## src/rtl/swt_seq_ctrl_if.sv

```systemverilog
// Bus between the switch stimulus sequencer and whoever drives/observes it.
// The sequencer sits on the slave side; a board wrapper or testbench is the master.
// Control semantics: start and abort are single-cycle pulses sampled on the
// rising clock edge; pause is a level. There is no valid/ready pair: outputs are
// registered and always valid, and the master may change inputs on any cycle.
interface swt_seq_ctrl_if #(
    parameter int WIDTH = 8
);
    logic             start;
    logic             pause;
    logic             abort;
    logic [WIDTH-1:0] swt_in;
    logic [WIDTH-1:0] swt_out;
    logic [WIDTH-1:0] step;
    logic             busy;
    logic             done;
    logic [1:0]       state_dbg;

    modport master (
        output start, pause, abort, swt_in,
        input  swt_out, step, busy, done, state_dbg
    );

    modport slave (
        input  start, pause, abort, swt_in,
        output swt_out, step, busy, done, state_dbg
    );
endinterface

```

## src/rtl/swt_seq_ctrl.sv

```systemverilog
// Stimulus sequencer for the switch-to-LED datapath.
// IDLE passes the board switches through (one register stage); RUN steps
// swt_out through 0..LAST, holding each value for DWELL cycles; HOLD freezes
// the sequence while pause is high; DONE parks on LAST.
// Optional feature macro: SEQ_WRAP_EN -- when defined, the sequence wraps from
// LAST back to 0 and loops until abort (DONE is never entered).
// state_dbg exposes the FSM encoding: 0=IDLE, 1=RUN, 2=HOLD, 3=DONE.
module swt_seq_ctrl #(
    parameter int          WIDTH = 8,
    parameter int          DWELL = 50,
    parameter int unsigned LAST  = 8'h17
) (
    input  logic          clk,
    input  logic          reset,
    swt_seq_ctrl_if.slave bus
);

    localparam int               CW      = (DWELL > 1) ? $clog2(DWELL) : 1;
    localparam logic [CW-1:0]    CNT_MAX = CW'(DWELL - 1);
    localparam logic [WIDTH-1:0] LAST_V  = WIDTH'(LAST);

    typedef enum logic [1:0] {
        IDLE = 2'd0,
        RUN  = 2'd1,
        HOLD = 2'd2,
        DONE = 2'd3
    } state_t;

    state_t           state_q, state_d;
    logic [CW-1:0]    cnt_q, cnt_d;
    logic [WIDTH-1:0] step_q, step_d;
    logic [WIDTH-1:0] swt_q, swt_d;
    logic             busy_q, busy_d;
    logic             done_q, done_d;
    logic             adv;

    // State and all registered outputs; reset returns everything to zero/IDLE at once.
    always_ff @(posedge clk or posedge reset) begin
        if (reset) begin
            state_q <= IDLE;
            cnt_q   <= '0;
            step_q  <= '0;
            swt_q   <= '0;
            busy_q  <= 1'b0;
            done_q  <= 1'b0;
        end else begin
            state_q <= state_d;
            cnt_q   <= cnt_d;
            step_q  <= step_d;
            swt_q   <= swt_d;
            busy_q  <= busy_d;
            done_q  <= done_d;
        end
    end

    // Next-state and next-output logic; abort is applied last so it overrides start and pause.
    always_comb begin
        state_d = state_q;
        cnt_d   = cnt_q;
        step_d  = step_q;
        swt_d   = swt_q;
        adv     = 1'b0;

        case (state_q)
            IDLE: begin
                swt_d  = bus.swt_in;
                step_d = '0;
                cnt_d  = '0;
                if (bus.start) begin
                    state_d = RUN;
                    swt_d   = '0;
                end
            end
            RUN: begin
                // The edge that samples pause does not count towards the dwell.
                if (bus.pause) begin
                    state_d = HOLD;
                end else begin
                    adv = 1'b1;
                end
            end
            HOLD: begin
                // Leaving HOLD counts as a normal RUN cycle, so the dwell of the
                // current value is extended by exactly the number of paused edges.
                if (!bus.pause) begin
                    state_d = RUN;
                    adv     = 1'b1;
                end
            end
            DONE: begin
                if (bus.start) begin
                    state_d = RUN;
                    step_d  = '0;
                    swt_d   = '0;
                    cnt_d   = '0;
                end
            end
            default: begin
                state_d = IDLE;
            end
        endcase

        if (adv) begin
            if (cnt_q == CNT_MAX) begin
                cnt_d = '0;
                if (step_q != LAST_V) begin
                    step_d = step_q + WIDTH'(1);
                    swt_d  = step_q + WIDTH'(1);
                end else begin
`ifdef SEQ_WRAP_EN
                    step_d  = '0;
                    swt_d   = '0;
                    state_d = RUN;
`else
                    state_d = DONE;
`endif
                end
            end else begin
                cnt_d = cnt_q + CW'(1);
            end
        end

        // swt_out holds for the abort edge; pass-through restarts from IDLE on the next edge.
        if (bus.abort) begin
            state_d = IDLE;
            step_d  = '0;
            cnt_d   = '0;
            swt_d   = swt_q;
        end
    end

    // busy/done are registered copies of the next state so they align with swt_out.
    always_comb begin
        busy_d = (state_d == RUN) || (state_d == HOLD);
        done_d = (state_d == DONE);
    end

    assign bus.swt_out   = swt_q;
    assign bus.step      = step_q;
    assign bus.busy      = busy_q;
    assign bus.done      = done_q;
    assign bus.state_dbg = state_q;

endmodule
```

## src/flat_wrapper.sv

```systemverilog
// flat-port wrapper written by rule: the top's interface ports become plain ports
module swt_seq_ctrl_flat 
#(
    parameter int          WIDTH = 8,
    parameter int          DWELL = 50,
    parameter int unsigned LAST  = 8'h17
)
  (clk, reset, bus_start, bus_pause, bus_abort, bus_swt_in, bus_swt_out, bus_step, bus_busy, bus_done, bus_state_dbg);
  swt_seq_ctrl_if #(.WIDTH(WIDTH)) bus_i ();
  input  logic clk;
  input  logic reset;
  input wire logic [$bits(bus_i.start)-1:0] bus_start;
  input wire logic [$bits(bus_i.pause)-1:0] bus_pause;
  input wire logic [$bits(bus_i.abort)-1:0] bus_abort;
  input wire logic [$bits(bus_i.swt_in)-1:0] bus_swt_in;
  output wire logic [$bits(bus_i.swt_out)-1:0] bus_swt_out;
  output wire logic [$bits(bus_i.step)-1:0] bus_step;
  output wire logic [$bits(bus_i.busy)-1:0] bus_busy;
  output wire logic [$bits(bus_i.done)-1:0] bus_done;
  output wire logic [$bits(bus_i.state_dbg)-1:0] bus_state_dbg;
  assign bus_i.start = bus_start;
  assign bus_i.pause = bus_pause;
  assign bus_i.abort = bus_abort;
  assign bus_i.swt_in = bus_swt_in;
  assign bus_swt_out = bus_i.swt_out;
  assign bus_step = bus_i.step;
  assign bus_busy = bus_i.busy;
  assign bus_done = bus_i.done;
  assign bus_state_dbg = bus_i.state_dbg;
  swt_seq_ctrl #(.WIDTH(WIDTH), .DWELL(DWELL), .LAST(LAST)) u_core (.clk(clk), .reset(reset), .bus(bus_i));
endmodule
```

## config.mk

```make
export PLATFORM = sky130hd
export DESIGN_NAME = swt_seq_ctrl_flat
export DESIGN_NICKNAME = d
export VERILOG_FILES = /design/src/rtl/swt_seq_ctrl_if.sv /design/src/rtl/swt_seq_ctrl.sv /design/src/flat_wrapper.sv
export SDC_FILE = /design/constraint.sdc
export NUM_CORES = 1
export LEC_CHECK = 0
export ABC_AREA = 1
export CAP_MARGIN = 20
export CORE_MARGIN = 8
export CORE_UTILIZATION = 46
export DETAILED_ROUTE_END_ITERATION = 8
export PLACE_DENSITY = 0.75
export SYNTH_ARGS = -nofsm -noshare
export SYNTH_HDL_FRONTEND = slang
export SYNTH_SLANG_ARGS = --single-unit
```

## constraint.sdc

```tcl
create_clock -name clk -period 1.8 [get_ports clk]
set_clock_uncertainty 0.05 [all_clocks]
set_input_delay 0.18 -clock clk [delete_from_list [all_inputs] [get_ports clk]]
set_output_delay 0.18 -clock clk [all_outputs]
set_load 0.05 [all_outputs]
```

==> metrics, run 1 <==
I/O pins 33; area of the multi-input gates 882 um2; clk sink count 26; DRC violations left 0; Skew-Pair Late Insertion Delay about 0.33 ns; Worst EP required 1.57 ns; peak supply drop a little over 700 uV; worst setup margin roughly 0.038 ns; Slew Limit Fails 0; CTS Root Cell clkbuf_4; PortBufs 32; post-synthesis sequential area ratio between 40 and 50%; synthesized instance count between 200 and 250; commonest non-fill, non-tap cell in the layout nand2_1; Initial Utilization between 40 and 50%; DPL Wire Length roughly 3000 um; number of global-route vias before repair between 1,000 and 1,500; WS Path Type reg -> out; Die X roughly 75 um; register area about 660 um2; layout cells sized above 1 a little over a fifth; synthesized flop and latch total 26; TritonCTS Buffers 3; Chip Height 75.4 um; worst slack at placement 0.118 ns; Crit path max-delay family buffers and inverters; setup TNS 0 ns; Final Critical Period 1.76 ns; GR Util All Layers 14.5%; Syn Nets approximately 240; routed len/inst between 10 and 15 um; status finished clean; fillcell total around 320; fin crit share between 90 and 100%; Synth cell types 24; min-delay worst type in -> async; antenna violations before repair 0; Via Count about 1,600; Crit. End Element primary output; RD Place Congestion around 0.93; worst slew pin tran 0.506 ns; first-pass GRT wire length between 6000 and 7000 um; Pwr Total between 0.002 and 0.0025 W; via/cell ratio ~5; Worst-path clk slew ~0.14 ns; Final ANT Viol Nets 0; largest net degree at the start of global routing 27; fmax around 570 MHz; Pleak around 1.2 nW; Reg2Reg Setup Slack 0.09 ns; YS warnings 0; most frequent cells in the layout nand2_1 (81), buf_4 (24), inv_1 (22), dfrtp_1 (21), nand3_1 (19); drt pass-1 iters 6; number of diodes 0; Area Overhead vs Synth 33.3%; Final nets 292; htree depth 1; CP startpoint kind flip-flop; Rows 21; Final Hold Fails 0; CTS tree yes; synthesized area per cell 7.35 um2; setup violators final 0; crit path max fanout 4; Worst slew margin about two thirds; DRT iter0 DRCs 70; cts hold-fix bufs 0; core area ~3400 um2; Buffers & Inverters on Critical Path 1; Worst path slowest cell clkdlybuf4s50_1; total grt overflow 0; die area approximately 5700 um2; CTS Buffer Depth 2; Max stage delay on crit path between 0.8 and 0.9 ns; Synth Cell Area roughly 1600 um2; CP arrival ~1.5 ns; max_cap viols 0; drt total wl between 3000 and 4000 um; crit path cell chain clkdlybuf4s50_1; Power Density between 900 and 1000 nW/um2
-- state kept, by name, summed over array words and instances, names as in the netlist --
register / count
u_core.cnt_q: 6
u_core.bus.step: 8
u_core.bus.state_dbg: 2
u_core.bus.swt_out: 8
u_core.bus.done: 1
u_core.bus.busy: 1
-- timing repair --
| action | in CTS | in global routing |
|---|---|---|
| setup buffers | 0 | 7 |
| pin swaps | 0 | 1 |
| resized for setup | 2 | 6 |
| cloned | 0 | 0 |
| endpoints found under the setup margin | 2 | 17 |
| endpoints found under the hold margin | 0 | 0 |
-- cell usage after synthesis --
cell	number	area (um2)
dfrtp_1	26	651
nor2_1	13	48.8
clkbuf_1	1	3.75
inv_2	3	11.3
buf_4	2	15.0
nand3b_4	1	20.0
nand3b_1	1	7.51
xor2_1	3	26.3
nand4_1	2	12.5
inv_1	24	90.1
nand3_1	19	95.1
nand2_2	5	31.3
nor3_1	1	5.00
o21ai_0	8	40.0
ha_1	9	113
nand2_1	82	308
a21o_1	1	7.51
o21ai_1	1	5.00
nor3_2	1	10.0
o22ai_1	2	12.5
or2_2	1	6.26
nand2_4	2	22.5
nor2_4	3	33.8
a21oi_1	10	50.1
-- power by group --
group	internal [W]	switching [W]	total [W]
Clock	0.000225	0.000172	0.000398
Combinational	0.000320	0.000620	0.000941
Sequential	0.000667	0.0000498	0.000716
Total	0.00121	0.000842	0.00205
-- final timing paths --
| check | start | endpoint | cells past startpoint |
|---|---|---|---|
| max in group asynchronous | reset | u_core.bus.step[0]$_DFF_PP0_ | 3 |
| min reg2reg | u_core.bus.swt_out[3]$_DFFE_PP0N_ | u_core.bus.swt_out[3]$_DFFE_PP0N_ | 2 |
| min in group clk | bus_swt_in[7] | u_core.bus.swt_out[7]$_DFFE_PP0N_ | 5 |
| max reg2reg | u_core.bus.state_dbg[1]$_DFF_PP0_ | u_core.bus.swt_out[6]$_DFFE_PP0N_ | 10 |
| min | reset | u_core.cnt_q[2]$_DFFE_PP0P_ | 3 |
| max | u_core.bus.step[1]$_DFF_PP0_ | bus_step[1] | 1 |
-- per-layer routing --
metal | part of all wire, % | vias to the layer above | track usage, %
li1 | - | 787 | -
met1 | 45 | 708 | 18.0
met2 | 47 | 44 | 24.2
met3 | 5.8 | 11 | 2.63
met4 | 2.2 | 0 | 6.18
met5 | 0 | - | 0
-- logic make-up (layout without fill, tap and decap cells) --
kind of cell | Yosys count | after routing | synth area share [%]
buffers and inverters | 30 | 78 | 7.39
adder cells (fa/ha/maj) | 9 | 9 | 6.93
flip-flops | 26 | 26 | 40.0
AO/OA/AOI/OAI | 22 | 22 | 7.08
XOR/XNOR | 3 | 3 | 1.62
AND/OR/NAND/NOR | 131 | 131 | 37.0
-- stage by stage --
step,hold slack [ns],cells,instance area [um2],util [%]
6_report,0.156,315,2170,64.4
5_1_grt,0.168,315,2170,64.4
4_1_cts,0.174,308,2100,62.4
3_5_place_dp,0.408,304,2050,60.9
3_3_place_gp,0.407,304,2050,60.9
2_1_floorplan,0.170,221,1650,-
-- final cells by class --
type	instances	share of cell area, %
clock buffers	3	1.04
clock inverters	1	1.39
inverters	27	4.68
flip-flops and latches	26	30.3
well taps	46	2.66
repair buffers	47	19.2
multi-input cells	165	40.7
Note: power is estimated with default switching activity, not from simulation.
==> run 2: changes to the inputs <==
- CORE_UTILIZATION: 46 -> 51
- PLACE_DENSITY: 0.75 -> 0.79
- clock period: 1.8 -> 2 ns (I/O delays scaled with it)
==> run 2 against run 1 <==
  * Non-clock buffer count is 9 lower
  * First-iteration DRC count is 5.7% lower
  * Core utilization is 2.9 points higher
  * Worst setup slack better by 0.076 ns
  * Routed wire length is 6.8% lower
  * Cell count is 3.5% lower
  * Total power is 18% lower
  * Critical path type unchanged
==> metrics, run 2 (synthesis results as in run 1) <==
DP Cell Count 300 (was 304); CP startpoint kind flip-flop (unchanged); Reg2Reg Setup Slack 0.13 ns (was 0.09 ns); RSZ-0062 raised after global routing no; GR Util All Layers 15.1% (was 14.5%); first-pass GRT wire length 6570 um (was 6550 um); CTS Root Cell clkbuf_4 (unchanged); Non-Filler Instances 304 (was 315); crit path max fanout 6 (was 4); Area Overhead vs Synth 26.5% (was 33.3%); fillcell total 284 (was 319); max_cap viols 0 (unchanged); setup TNS 0 ns (unchanged); die area 5250 um2 (was 5690 um2); Slew Limit Fails 0 (unchanged); DPL Wire Length 2820 um (was 2960 um); fin crit share between 90% and 100%; layout cells sized above 1 10.4% (was 21.2%); Power Density 820 nW/um2 (was 949 nW/um2); WS Path Type reg -> out (unchanged); sw frac 43.8% (was 41.0%); Final nets 283 (was 292); Worst EP required 1.75 ns (was 1.57 ns); post-cts repair resize count 0 (was 2); Final ANT Viol Nets 0 (unchanged); crit path cell chain clkdlybuf4s50_1 (unchanged); Crit path max-delay family buffers and inverters (unchanged); most frequent cells in the layout nand2_1 (82), clkdlybuf4s50_1 (32), inv_1 (24), dfrtp_1 (24), nand3_1 (19) (was nand2_1 (81), buf_4 (24), inv_1 (22), dfrtp_1 (21), nand3_1 (19)); DRT iter0 DRCs 66 (was 70); number of global-route vias before repair 1,481 (was 1,496); peak supply drop 575 uV (was 721 uV); RD Place Congestion 0.845 (was 0.925); Chip Height 72.5 um (was 75.4 um); antenna violations before repair 0 (unchanged); I/O pins 33 (unchanged); cts hold-fix bufs 0 (unchanged); Pwr Total 0.00169 W (was 0.00205 W); Post-CTS Setup Inserts 0 (unchanged); DRC violations left 0 (unchanged); Final Critical Period 1.89 ns; status finished clean (unchanged); Via Count 1,492 (was 1,550); Final Hold Fails 0 (unchanged); Worst-path clk slew 0.14 ns (about the same); routed len/inst 11.9 um (was 12.3 um); TritonCTS Buffers 3 (unchanged); Hold WS 0.177 ns (was 0.156 ns); worst slew pin tran 0.518 ns (was 0.506 ns); PortBufs 32 (unchanged); Worst slew margin 65.4% (was 66.2%); htree depth 1 (unchanged); Initial Utilization 53.2% (was 48.3%); total grt overflow 0 (unchanged); Pleak 1.03 nW (was 1.16 nW); Crit. End Element primary output (unchanged); CTS Buffer Depth 2 (unchanged); Worst setup startpoint u_core.bus.step[4]$_DFF_PP0_ (was u_core.bus.step[1]$_DFF_PP0_); Worst path slowest cell clkdlybuf4s50_1 (unchanged); Rows 20 (was 21); Util after Layout 67.3% (was 64.4%); CTS tree yes (unchanged); Clk pwr share 13.4% (was 19.3%); worst reg2reg endpoint u_core.bus.busy$_DFF_PP0_ (was u_core.bus.swt_out[6]$_DFFE_PP0N_); Sw Pwr 0.000737 W (was 0.000842 W); r2r worst-path depth 7 (was 10); core area 3050 um2 (was 3360 um2); Sequential Power Share 38.8% (was 34.9%); Skew-Pair Late Insertion Delay 0.31 ns (was 0.33 ns); Die X 72.5 um (was 75.4 um); reg2reg start u_core.bus.state_dbg[0]$_DFF_PP0_ (was u_core.bus.state_dbg[1]$_DFF_PP0_); commonest non-fill, non-tap cell in the layout nand2_1 (unchanged); drt pass-1 iters 5 (was 6); clk sink count 26 (unchanged); min-delay worst type in -> async (unchanged); setup violators final 0 (unchanged); Max stage delay on crit path 0.85 ns (was 0.81 ns); CP arrival 1.64 ns (was 1.53 ns); number of diodes 0 (unchanged); Comb pwr share 47.8% (was 45.8%); Buffers & Inverters on Critical Path 1 (unchanged); fmax about 530 MHz; via/cell ratio 4.91 (was 4.92); drt total wl 3620 um (was 3880 um); internal power 0.000948 W (was 0.00121 W); largest net degree at the start of global routing 27 (unchanged)
-- run 2: cell types whose count changed in the layout (fill, tap and decap cells not counted), sizes merged --
| cell | previous run | this run |
|---|---|---|
| buf | 24 | 6 |
| bufinv | 1 | 0 |
| clkbuf | 3 | 4 |
| clkdlybuf4s50 | 18 | 32 |
| dlygate4sd2 | 2 | 0 |
| dlymetal6s2s | 3 | 0 |
-- run 2: worst reg2reg max path: stages, from the launching register on --
cell	delay, ns
dfrtp_2	0.44
inv_1	0.09
ha_1	0.37
nand2_2	0.12
nor2_4	0.17
nand2_1	0.09
a21oi_1	0.19
ha_1	0.25
-- run 2: power by group through the flow --
stage / logic (W) / clock network (W) / registers [W]
floorplan: 0.000305 / 0 / 0.000905
global route: 0.000881 / 0.000252 / 0.000661
global placement: 0.000802 / 0 / 0.000662
finish: 0.000805 / 0.000226 / 0.000654
CTS: 0.000814 / 0.000238 / 0.000654
detailed placement: 0.000812 / 0 / 0.000662
-- run 2: cell type report --
cell class	instances	area (um2)	area share [%]
clock buffer	4	26.3	1.28
multi-input combinational	165	855	41.6
sequential	26	653	31.8
tap	44	55.1	2.68
timing repair buffer	38	365	17.8
inverter	27	101	4.93
-- run 2: worst max path at each step --
stage                                endpoint  slack (ns)  cells after the start
finish                            bus_step[4]        0.11                      1
global route        u_core.bus.busy$_DFF_PP0_       0.001                      7
CTS                               bus_step[4]        0.09                      1
detailed placement  u_core.bus.busy$_DFF_PP0_        0.15                      7
global placement    u_core.bus.busy$_DFF_PP0_        0.21                      7
floorplan           u_core.bus.busy$_DFF_PP0_        0.04                      8
-- run 2: through the flow --
stage | worst slack (ns) | cell area [um2]
after floorplan | 0.0406 | 1630
after global placement | 0.213 | 2030
after detailed placement | 0.148 | 2030
after CTS | 0.0940 | 2060
after global routing | 0.00107 | 2060
final | 0.114 | 2060
-- run 2: metal layers --
layer | global-route usage [%] | share of wire [%] | vias up
met5 | 0 | 0 | -
met4 | 2.44 | 0.53 | 0
met3 | 2.48 | 4.8 | 2
met2 | 26.2 | 48 | 33
met1 | 19.4 | 47 | 686
li1 | - | - | 771
